--- src/rtl/muldiv_sequencer_if.sv ---
// Request/write-back bundle between decode and the multiply/divide sequencer.
interface muldiv_sequencer_if #(
    parameter int DATA_WIDTH          = 16,
    parameter int REG_ADDR_WIDTH      = 4,
    parameter int FUNCTION_CODE_WIDTH = 4
);
    // Handshake: decode holds start with a MUL/DIV func_code and its operands;
    // the request is taken on the rising edge where the sequencer is IDLE,
    // and stall (combinational) holds the pipeline from that cycle until
    // the single done/write-back cycle, in which stall is low.
    logic                           start;
    logic [FUNCTION_CODE_WIDTH-1:0] func_code;
    logic [DATA_WIDTH-1:0]          op_a;
    logic [DATA_WIDTH-1:0]          op_b;
    logic [REG_ADDR_WIDTH-1:0]      dest_in;
    logic                           stall;
    logic                           busy;
    logic                           done;
    logic [DATA_WIDTH-1:0]          result_lo;
    logic [DATA_WIDTH-1:0]          result_hi;
    logic [REG_ADDR_WIDTH-1:0]      dest_out;
    logic                           write_reg;
    logic                           write_r0;
    logic                           exc_alu;
    logic [1:0]                     state_dbg;

    modport master (
        output start, func_code, op_a, op_b, dest_in,
        input  stall, busy, done, result_lo, result_hi, dest_out,
               write_reg, write_r0, exc_alu, state_dbg
    );

    modport slave (
        input  start, func_code, op_a, op_b, dest_in,
        output stall, busy, done, result_lo, result_hi, dest_out,
               write_reg, write_r0, exc_alu, state_dbg
    );
endinterface

--- src/rtl/muldiv_sequencer.sv ---
// Iterative unsigned shift-add multiplier / restoring divider, one bit per clock,
// with a single write-back cycle and a divide-by-zero exception.
module muldiv_sequencer #(
    parameter int DATA_WIDTH          = 16,
    parameter int REG_ADDR_WIDTH      = 4,
    parameter int FUNCTION_CODE_WIDTH = 4,
    parameter int CNT_WIDTH           = 5
) (
    input logic               clk,
    input logic               rst_n,
    muldiv_sequencer_if.slave bus
);
    localparam logic [FUNCTION_CODE_WIDTH-1:0] FUNC_MUL = FUNCTION_CODE_WIDTH'(1);
    localparam logic [FUNCTION_CODE_WIDTH-1:0] FUNC_DIV = FUNCTION_CODE_WIDTH'(2);

    typedef enum logic [1:0] {
        S_IDLE = 2'd0,
        S_BUSY = 2'd1,
        S_DONE = 2'd2
    } state_t;

    state_t                    state_q, state_d;
    logic [CNT_WIDTH-1:0]      cnt_q, cnt_d;
    logic                      is_div_q, is_div_d;
    // acc: product high half / partial remainder
    // mq:  multiplier being shifted out / dividend shifted out, quotient shifted in
    // opnd: multiplicand / divisor
    logic [DATA_WIDTH-1:0]     acc_q, acc_d;
    logic [DATA_WIDTH-1:0]     mq_q, mq_d;
    logic [DATA_WIDTH-1:0]     opnd_q, opnd_d;
    logic [DATA_WIDTH-1:0]     result_lo_q, result_lo_d;
    logic [DATA_WIDTH-1:0]     result_hi_q, result_hi_d;
    logic [REG_ADDR_WIDTH-1:0] dest_out_q, dest_out_d;
    logic                      busy_q, busy_d;
    logic                      done_q, done_d;
    logic                      write_reg_q, write_reg_d;
    logic                      write_r0_q, write_r0_d;
    logic                      exc_q, exc_d;

    logic                      req_is_mul, req_is_div, accept, stall;
    logic [DATA_WIDTH:0]       mul_sum, mul_add, rem_sh, div_diff;
    logic [DATA_WIDTH-1:0]     step_acc, step_mq;

    // One iteration of whichever algorithm is in flight.
    always_comb begin
        mul_sum  = {1'b0, acc_q} + {1'b0, opnd_q};
        mul_add  = mq_q[0] ? mul_sum : {1'b0, acc_q};
        rem_sh   = {acc_q, mq_q[DATA_WIDTH-1]};
        div_diff = rem_sh - {1'b0, opnd_q};
        step_acc = mul_add[DATA_WIDTH:1];
        step_mq  = {mul_add[0], mq_q[DATA_WIDTH-1:1]};
        if (is_div_q) begin
            // Borrow out of the subtraction means the trial did not fit: restore.
            step_acc = div_diff[DATA_WIDTH] ? rem_sh[DATA_WIDTH-1:0] : div_diff[DATA_WIDTH-1:0];
            step_mq  = {mq_q[DATA_WIDTH-2:0], ~div_diff[DATA_WIDTH]};
        end
    end

    // Next-state and output decode; everything holds unless changed below.
    always_comb begin
        state_d     = state_q;
        cnt_d       = cnt_q;
        is_div_d    = is_div_q;
        acc_d       = acc_q;
        mq_d        = mq_q;
        opnd_d      = opnd_q;
        result_lo_d = result_lo_q;
        result_hi_d = result_hi_q;
        dest_out_d  = dest_out_q;
        busy_d      = 1'b0;
        done_d      = 1'b0;
        write_reg_d = 1'b0;
        write_r0_d  = 1'b0;
        exc_d       = 1'b0;

        req_is_mul = (bus.func_code == FUNC_MUL);
        req_is_div = (bus.func_code == FUNC_DIV);
        accept     = (state_q == S_IDLE) && bus.start && (req_is_mul || req_is_div);
        stall      = accept || (state_q == S_BUSY);

        case (state_q)
            S_IDLE: begin
                if (accept) begin
                    is_div_d   = req_is_div;
                    dest_out_d = bus.dest_in;
                    cnt_d      = CNT_WIDTH'(DATA_WIDTH - 1);
                    if (req_is_div && (bus.op_b == '0)) begin
                        // Divide by zero skips the iterations entirely.
                        state_d     = S_DONE;
                        done_d      = 1'b1;
                        exc_d       = 1'b1;
                        result_lo_d = '0;
                        result_hi_d = '0;
                    end else begin
                        state_d = S_BUSY;
                        busy_d  = 1'b1;
                        acc_d   = '0;
                        opnd_d  = req_is_div ? bus.op_b : bus.op_a;
                        mq_d    = req_is_div ? bus.op_a : bus.op_b;
                    end
                end
            end
            S_BUSY: begin
                acc_d = step_acc;
                mq_d  = step_mq;
                if (cnt_q == '0) begin
                    // Both algorithms leave {high/remainder, low/quotient} in {acc, mq}.
                    state_d     = S_DONE;
                    result_hi_d = step_acc;
                    result_lo_d = step_mq;
                    done_d      = 1'b1;
                    write_reg_d = 1'b1;
                    write_r0_d  = 1'b1;
                end else begin
                    busy_d = 1'b1;
                    cnt_d  = cnt_q - CNT_WIDTH'(1);
                end
            end
            S_DONE: begin
                state_d = S_IDLE;
            end
            default: begin
                state_d = S_IDLE;
            end
        endcase
    end

    // State and datapath registers; reset discards any in-flight operation.
    always_ff @(posedge clk or negedge rst_n) begin
        if (!rst_n) begin
            state_q     <= S_IDLE;
            cnt_q       <= '0;
            is_div_q    <= 1'b0;
            acc_q       <= '0;
            mq_q        <= '0;
            opnd_q      <= '0;
            result_lo_q <= '0;
            result_hi_q <= '0;
            dest_out_q  <= '0;
            busy_q      <= 1'b0;
            done_q      <= 1'b0;
            write_reg_q <= 1'b0;
            write_r0_q  <= 1'b0;
            exc_q       <= 1'b0;
        end else begin
            state_q     <= state_d;
            cnt_q       <= cnt_d;
            is_div_q    <= is_div_d;
            acc_q       <= acc_d;
            mq_q        <= mq_d;
            opnd_q      <= opnd_d;
            result_lo_q <= result_lo_d;
            result_hi_q <= result_hi_d;
            dest_out_q  <= dest_out_d;
            busy_q      <= busy_d;
            done_q      <= done_d;
            write_reg_q <= write_reg_d;
            write_r0_q  <= write_r0_d;
            exc_q       <= exc_d;
        end
    end

    assign bus.stall     = stall;
    assign bus.busy      = busy_q;
    assign bus.done      = done_q;
    assign bus.result_lo = result_lo_q;
    assign bus.result_hi = result_hi_q;
    assign bus.dest_out  = dest_out_q;
    assign bus.write_reg = write_reg_q;
    assign bus.write_r0  = write_r0_q;
    assign bus.exc_alu   = exc_q;
    assign bus.state_dbg = state_q;
endmodule

--- src/flat_wrapper.sv ---
// flat-port wrapper written by rule: the top's interface ports become plain ports
module muldiv_sequencer_flat 
#(
    parameter int DATA_WIDTH          = 16,
    parameter int REG_ADDR_WIDTH      = 4,
    parameter int FUNCTION_CODE_WIDTH = 4,
    parameter int CNT_WIDTH           = 5
)
  (clk, rst_n, bus_start, bus_func_code, bus_op_a, bus_op_b, bus_dest_in, bus_stall, bus_busy, bus_done, bus_result_lo, bus_result_hi, bus_dest_out, bus_write_reg, bus_write_r0, bus_exc_alu, bus_state_dbg);
  muldiv_sequencer_if #(.DATA_WIDTH(DATA_WIDTH), .REG_ADDR_WIDTH(REG_ADDR_WIDTH), .FUNCTION_CODE_WIDTH(FUNCTION_CODE_WIDTH)) bus_i ();
  input logic clk;
  input logic rst_n;
  input wire logic [$bits(bus_i.start)-1:0] bus_start;
  input wire logic [$bits(bus_i.func_code)-1:0] bus_func_code;
  input wire logic [$bits(bus_i.op_a)-1:0] bus_op_a;
  input wire logic [$bits(bus_i.op_b)-1:0] bus_op_b;
  input wire logic [$bits(bus_i.dest_in)-1:0] bus_dest_in;
  output wire logic [$bits(bus_i.stall)-1:0] bus_stall;
  output wire logic [$bits(bus_i.busy)-1:0] bus_busy;
  output wire logic [$bits(bus_i.done)-1:0] bus_done;
  output wire logic [$bits(bus_i.result_lo)-1:0] bus_result_lo;
  output wire logic [$bits(bus_i.result_hi)-1:0] bus_result_hi;
  output wire logic [$bits(bus_i.dest_out)-1:0] bus_dest_out;
  output wire logic [$bits(bus_i.write_reg)-1:0] bus_write_reg;
  output wire logic [$bits(bus_i.write_r0)-1:0] bus_write_r0;
  output wire logic [$bits(bus_i.exc_alu)-1:0] bus_exc_alu;
  output wire logic [$bits(bus_i.state_dbg)-1:0] bus_state_dbg;
  assign bus_i.start = bus_start;
  assign bus_i.func_code = bus_func_code;
  assign bus_i.op_a = bus_op_a;
  assign bus_i.op_b = bus_op_b;
  assign bus_i.dest_in = bus_dest_in;
  assign bus_stall = bus_i.stall;
  assign bus_busy = bus_i.busy;
  assign bus_done = bus_i.done;
  assign bus_result_lo = bus_i.result_lo;
  assign bus_result_hi = bus_i.result_hi;
  assign bus_dest_out = bus_i.dest_out;
  assign bus_write_reg = bus_i.write_reg;
  assign bus_write_r0 = bus_i.write_r0;
  assign bus_exc_alu = bus_i.exc_alu;
  assign bus_state_dbg = bus_i.state_dbg;
  muldiv_sequencer #(.DATA_WIDTH(DATA_WIDTH), .REG_ADDR_WIDTH(REG_ADDR_WIDTH), .FUNCTION_CODE_WIDTH(FUNCTION_CODE_WIDTH), .CNT_WIDTH(CNT_WIDTH)) u_core (.clk(clk), .rst_n(rst_n), .bus(bus_i));
endmodule
--- config.mk ---
export PLATFORM = sky130hd
export DESIGN_NAME = muldiv_sequencer_flat
export DESIGN_NICKNAME = d
export VERILOG_FILES = /design/src/rtl/muldiv_sequencer_if.sv /design/src/rtl/muldiv_sequencer.sv /design/src/flat_wrapper.sv
export SDC_FILE = /design/constraint.sdc
export NUM_CORES = 1
export LEC_CHECK = 0
export CAP_MARGIN = 25
export CORE_MARGIN = 2
export CORE_UTILIZATION = 35
export CTS_CLUSTER_DIAMETER = 40
export CTS_CLUSTER_SIZE = 10
export DETAILED_ROUTE_END_ITERATION = 10
export GPL_TIMING_DRIVEN = 0
export PLACE_DENSITY_LB_ADDON = 0.08
export SYNTH_ARGS = -nofsm -noshare
export SYNTH_HDL_FRONTEND = slang
export SYNTH_SLANG_ARGS = --single-unit
--- constraint.sdc ---
create_clock -name clk -period 3.7 [get_ports clk]
set_clock_uncertainty 0.1 [all_clocks]
set_input_delay 0.555 -clock clk [delete_from_list [all_inputs] [get_ports clk]]
set_output_delay 0.555 -clock clk [all_outputs]
set_load 0.02 [all_outputs]
==> impl_results.md <==
* Status: finished clean
* Worst path cell trace: inv_1 -> ha_1 -> fa_1 -> nand2b_1 -> a21oi_2 -> o2111ai_1 -> and2_1 -> o211ai_4 -> buf_6 -> mux2i_1 -> nor2_1 -> a21oi_1 -> o21ai_0
* Sequential share of power at 26.0%
* Worst Setup EP: u_core.acc_q[6]
* CTS tree: built
* Vias in the first global route at 5735
* Drt via density at 5.37
* Syn avg cell area at 8.99 um2
* DRT antenna net count at 0
* Placement Setup Slack at -0.0744 ns
* Global-route wire length before repair at 32500 um
* Area Growth Syn to Fin at 23.9%
* Asr flop ratio synth at 100%
* Nets at 878
* Global-route usage over all layers at 21.6%
* Setup slack after layout at 0.208 ns
* Internal power at 0.00395 W
* CP max stage cell: fa_1
* Yosys reg bits at 96
* WS Path Type: flop to flop
* Top FF cell, synth: dfrtp_1
* Mapped Area at 6290 um2
* Tcrit/Tclk final at 94.4%
* Clock Sinks at 96
* Fill cell count at 1784
* Share of synthesized cell area in full adder, half adder and majority cells at 7.20%
* Share of post-route cells with drive strength above 1 at 9.07%
* Root buffer cell: clkbuf_16
* Maximum vdd drop at 0.422 mV
* Sequential-to-total area share from yosys stat at 38.2%
* Design Power at 0.00738 W
* Cell leakage power at 3.40 nW
* Largest net degree at the start of global routing at 64
* Yosys top cell area share at 38.2%
* DRT Pass-1 Iters at 4
* Switch Pwr at 0.00343 W
* Power per cell area at 946 nW/um2
* Die X at 138 um
* Worst EP required at 3.81 ns
* Worst Path Max Fanout at 10
* DP Wirelength at 15600 um
* Simple-Gate Fraction of Synth Area at 14.9%
* IO buf count at 86
* RSZ-0062 raised after global routing: no
* Post-synth EDFFs at 0
* Clk network pwr share at 13.0%
* Period minus WS final at 3.49 ns
* Core Area at 17800 um2
* Initial DRC count at 366
* Starting Density at 35.4%
* Synth top area cells: dfrtp_1, ha_1, mux2i_1, nand2_1, o21ai_0
* Largest family of logic cells by synthesized area: compound AO/OA/AOI/OAI gates
* Worst-margin pin slew at 0.759 ns
* Post-synthesis cell type count at 69
* # setup viols final at 0
* Endpoints failing hold at 0
* Critical path's largest stage delay at 0.50 ns
* # DRC at 0
* Synth Net Count at 778
* R2R Setup Slk at 0.21 ns
* Clock transition at path regs at 0.08 ns
* Skew-Pair Late Insertion Delay at 0.36 ns
* Yosys top cell by area: dfrtp_1
* Worst hold-check path type: input pin to async pin
* YS warnings at 0
* Reg2reg end: u_core.acc_q[6]
* Die Area at 19100 um2
* Crit path DAT at 3.61 ns
* Max Cap Viol at 0
* Complex-gate fraction of the synthesized area at 20.1%
* Htree depth at 3
* Cells after synthesis at 700
* Reg2reg path depth at 13
* Setup crit start: u_core.mq_q[15]
* FP Rows at 49
* Clock tree buffer depth at 2
* I/O Pins at 87
* FMAX at 286 MHz
* Antenna cells at 0
* TritonCTS Buffers at 9
* Routed vias at 5557
* Post-Route WL at 20200 um
* Switching Share at 46.5%
* Launch point of the worst reg-to-reg path: u_core.mq_q[15]
* Mux share of post-synthesis cell area at 10.8%
* Chip Height at 138 um
* Fin. max-slew vios at 0
* CP Capture Type: flop
* Initial antenna violation count at 0
* Routed length per instance at 19.5 um
* Remaining Overflow, GRT at 0
* Gate power share at 61.0%
* CP startpoint kind: flop
* Final TNS setup at 0 ns
* Post-synthesis xor/xnor area fraction at 3.62%
* GPL Wtd Cong at 0.889
* Headroom to the max-slew limit at 49.2%
[power groups by stage]
stage	sequential (W)	clock [W]	combinational [W]
after floorplan	0.00202	0	0.00285
after global placement	0.00193	0	0.00429
after detailed placement	0.00193	0	0.00435
after CTS	0.00191	0.000982	0.00442
after global routing	0.00198	0.00103	0.00496
final	0.00192	0.000959	0.00450
[worst min path at each step]
stage	start	to	slack, ns	cells after the start
2_1_floorplan	rst_n	u_core.acc_q[0]	0.16	0
3_3_place_gp	u_core.bus.result_lo[4]	u_core.bus.result_lo[4]	0.37	2
3_5_place_dp	u_core.bus.result_lo[2]	u_core.bus.result_lo[2]	0.37	2
4_1_cts	rst_n	u_core.bus.dest_out[3]	0.06	1
5_1_grt	rst_n	u_core.bus.dest_out[3]	0.08	1
6_report	rst_n	u_core.bus.state_dbg[1]	0.05	1
[Yosys cell counts (all sizes together) (3+ instances only)]
library cell	n
nand3	12
nor2b	7
a21o	16
a31oi	5
ha	33
nor2	51
a22o	4
nand2	97
xor2	8
xnor2	18
mux2	25
a32o	3
o211ai	10
o22ai	5
clkbuf	25
o21ai	72
mux2i	40
and2	3
o21a	3
a211oi	10
a21boi	4
a221oi	3
nand4	3
a21oi	49
or2	5
dfrtp	96
buf	10
nor3	4
and3	8
nand2b	5
nor4	4
inv	30
[cells by family after synthesis]
kind of cell	count (synthesis)
simple gates	209
compound gates	201
flops	96
buf+inv	68
mux	65
fa+ha+maj	35
xor+xnor	26
[critical path, delay by kind of cell (launching register included)]
family	cells	cell delay (ns)
muxes	1	0.20
DFF	1	0.39
AOI/OAI and AO/OA	5	1.09
buffers and inverters	2	0.31
and+or+nand+nor	3	0.52
adders and majority gates	2	0.72
[layout make-up]
type / count / area [um2] / area share, %
timing repair buffer: 89 / 901 / 11.6
clock inverter: 6 / 58.8 / 0.754
tap: 229 / 287 / 3.68
buffer: 36 / 200 / 2.57
clock buffer: 10 / 239 / 3.07
inverter: 32 / 120 / 1.54
multi-input combinational: 536 / 3590 / 46.0
sequential: 96 / 2400 / 30.8
[cells in the final DEF (no fill, tap or decap), types with 5 or more instances in the layout]
master | netlist | layout
a31oi_1 | 5 | 5
or2_2 | 5 | 5
o22ai_1 | 5 | 5
buf_4 | 2 | 5
clkbuf_1 | 21 | 21
and3_1 | 8 | 8
clkdlybuf4s50_1 | 0 | 85
a21oi_1 | 48 | 47
o21ai_0 | 71 | 70
nor2b_1 | 7 | 7
nor2_1 | 49 | 49
dfrtp_1 | 96 | 96
inv_1 | 30 | 30
nand2_1 | 97 | 97
nand2b_1 | 5 | 5
nand3_1 | 12 | 12
xor2_1 | 8 | 8
clkbuf_16 | 0 | 9
mux2_2 | 25 | 25
mux2i_1 | 40 | 40
a21o_1 | 14 | 14
xnor2_1 | 18 | 18
a211oi_1 | 10 | 10
o211ai_1 | 9 | 9
ha_1 | 33 | 33
[repair_timing]
| item | CTS | global route |
|---|---|---|
| cloned | 0 | 0 |
| hold buffers | 0 | 0 |
| setup endpoints to repair | 10 | 22 |
| buffers inserted | 0 | 2 |
| pin swaps | 0 | 1 |
| gates resized for setup | 1 | 3 |
[routing by layer]
metal	up-vias	wire length [um]	global-route usage [%]
met5	-	0	0
met4	0	492	8.00
met3	29	839	3.46
met2	135	9220	34.4
met1	2692	9620	30.0
li1	2701	-	-
[through the flow]
stage	utilization, %	instance area, um2	hold slack [ns]	std cells
floorplan	-	6290	0.159	700
global placement	41.8	7440	0.369	1015
detailed placement	42.0	7460	0.372	1016
CTS	43.7	7770	0.0635	1032
global route	43.8	7800	0.0786	1034
finish	43.8	7800	0.0509	1034
Note: power is estimated with default switching activity, not from simulation.
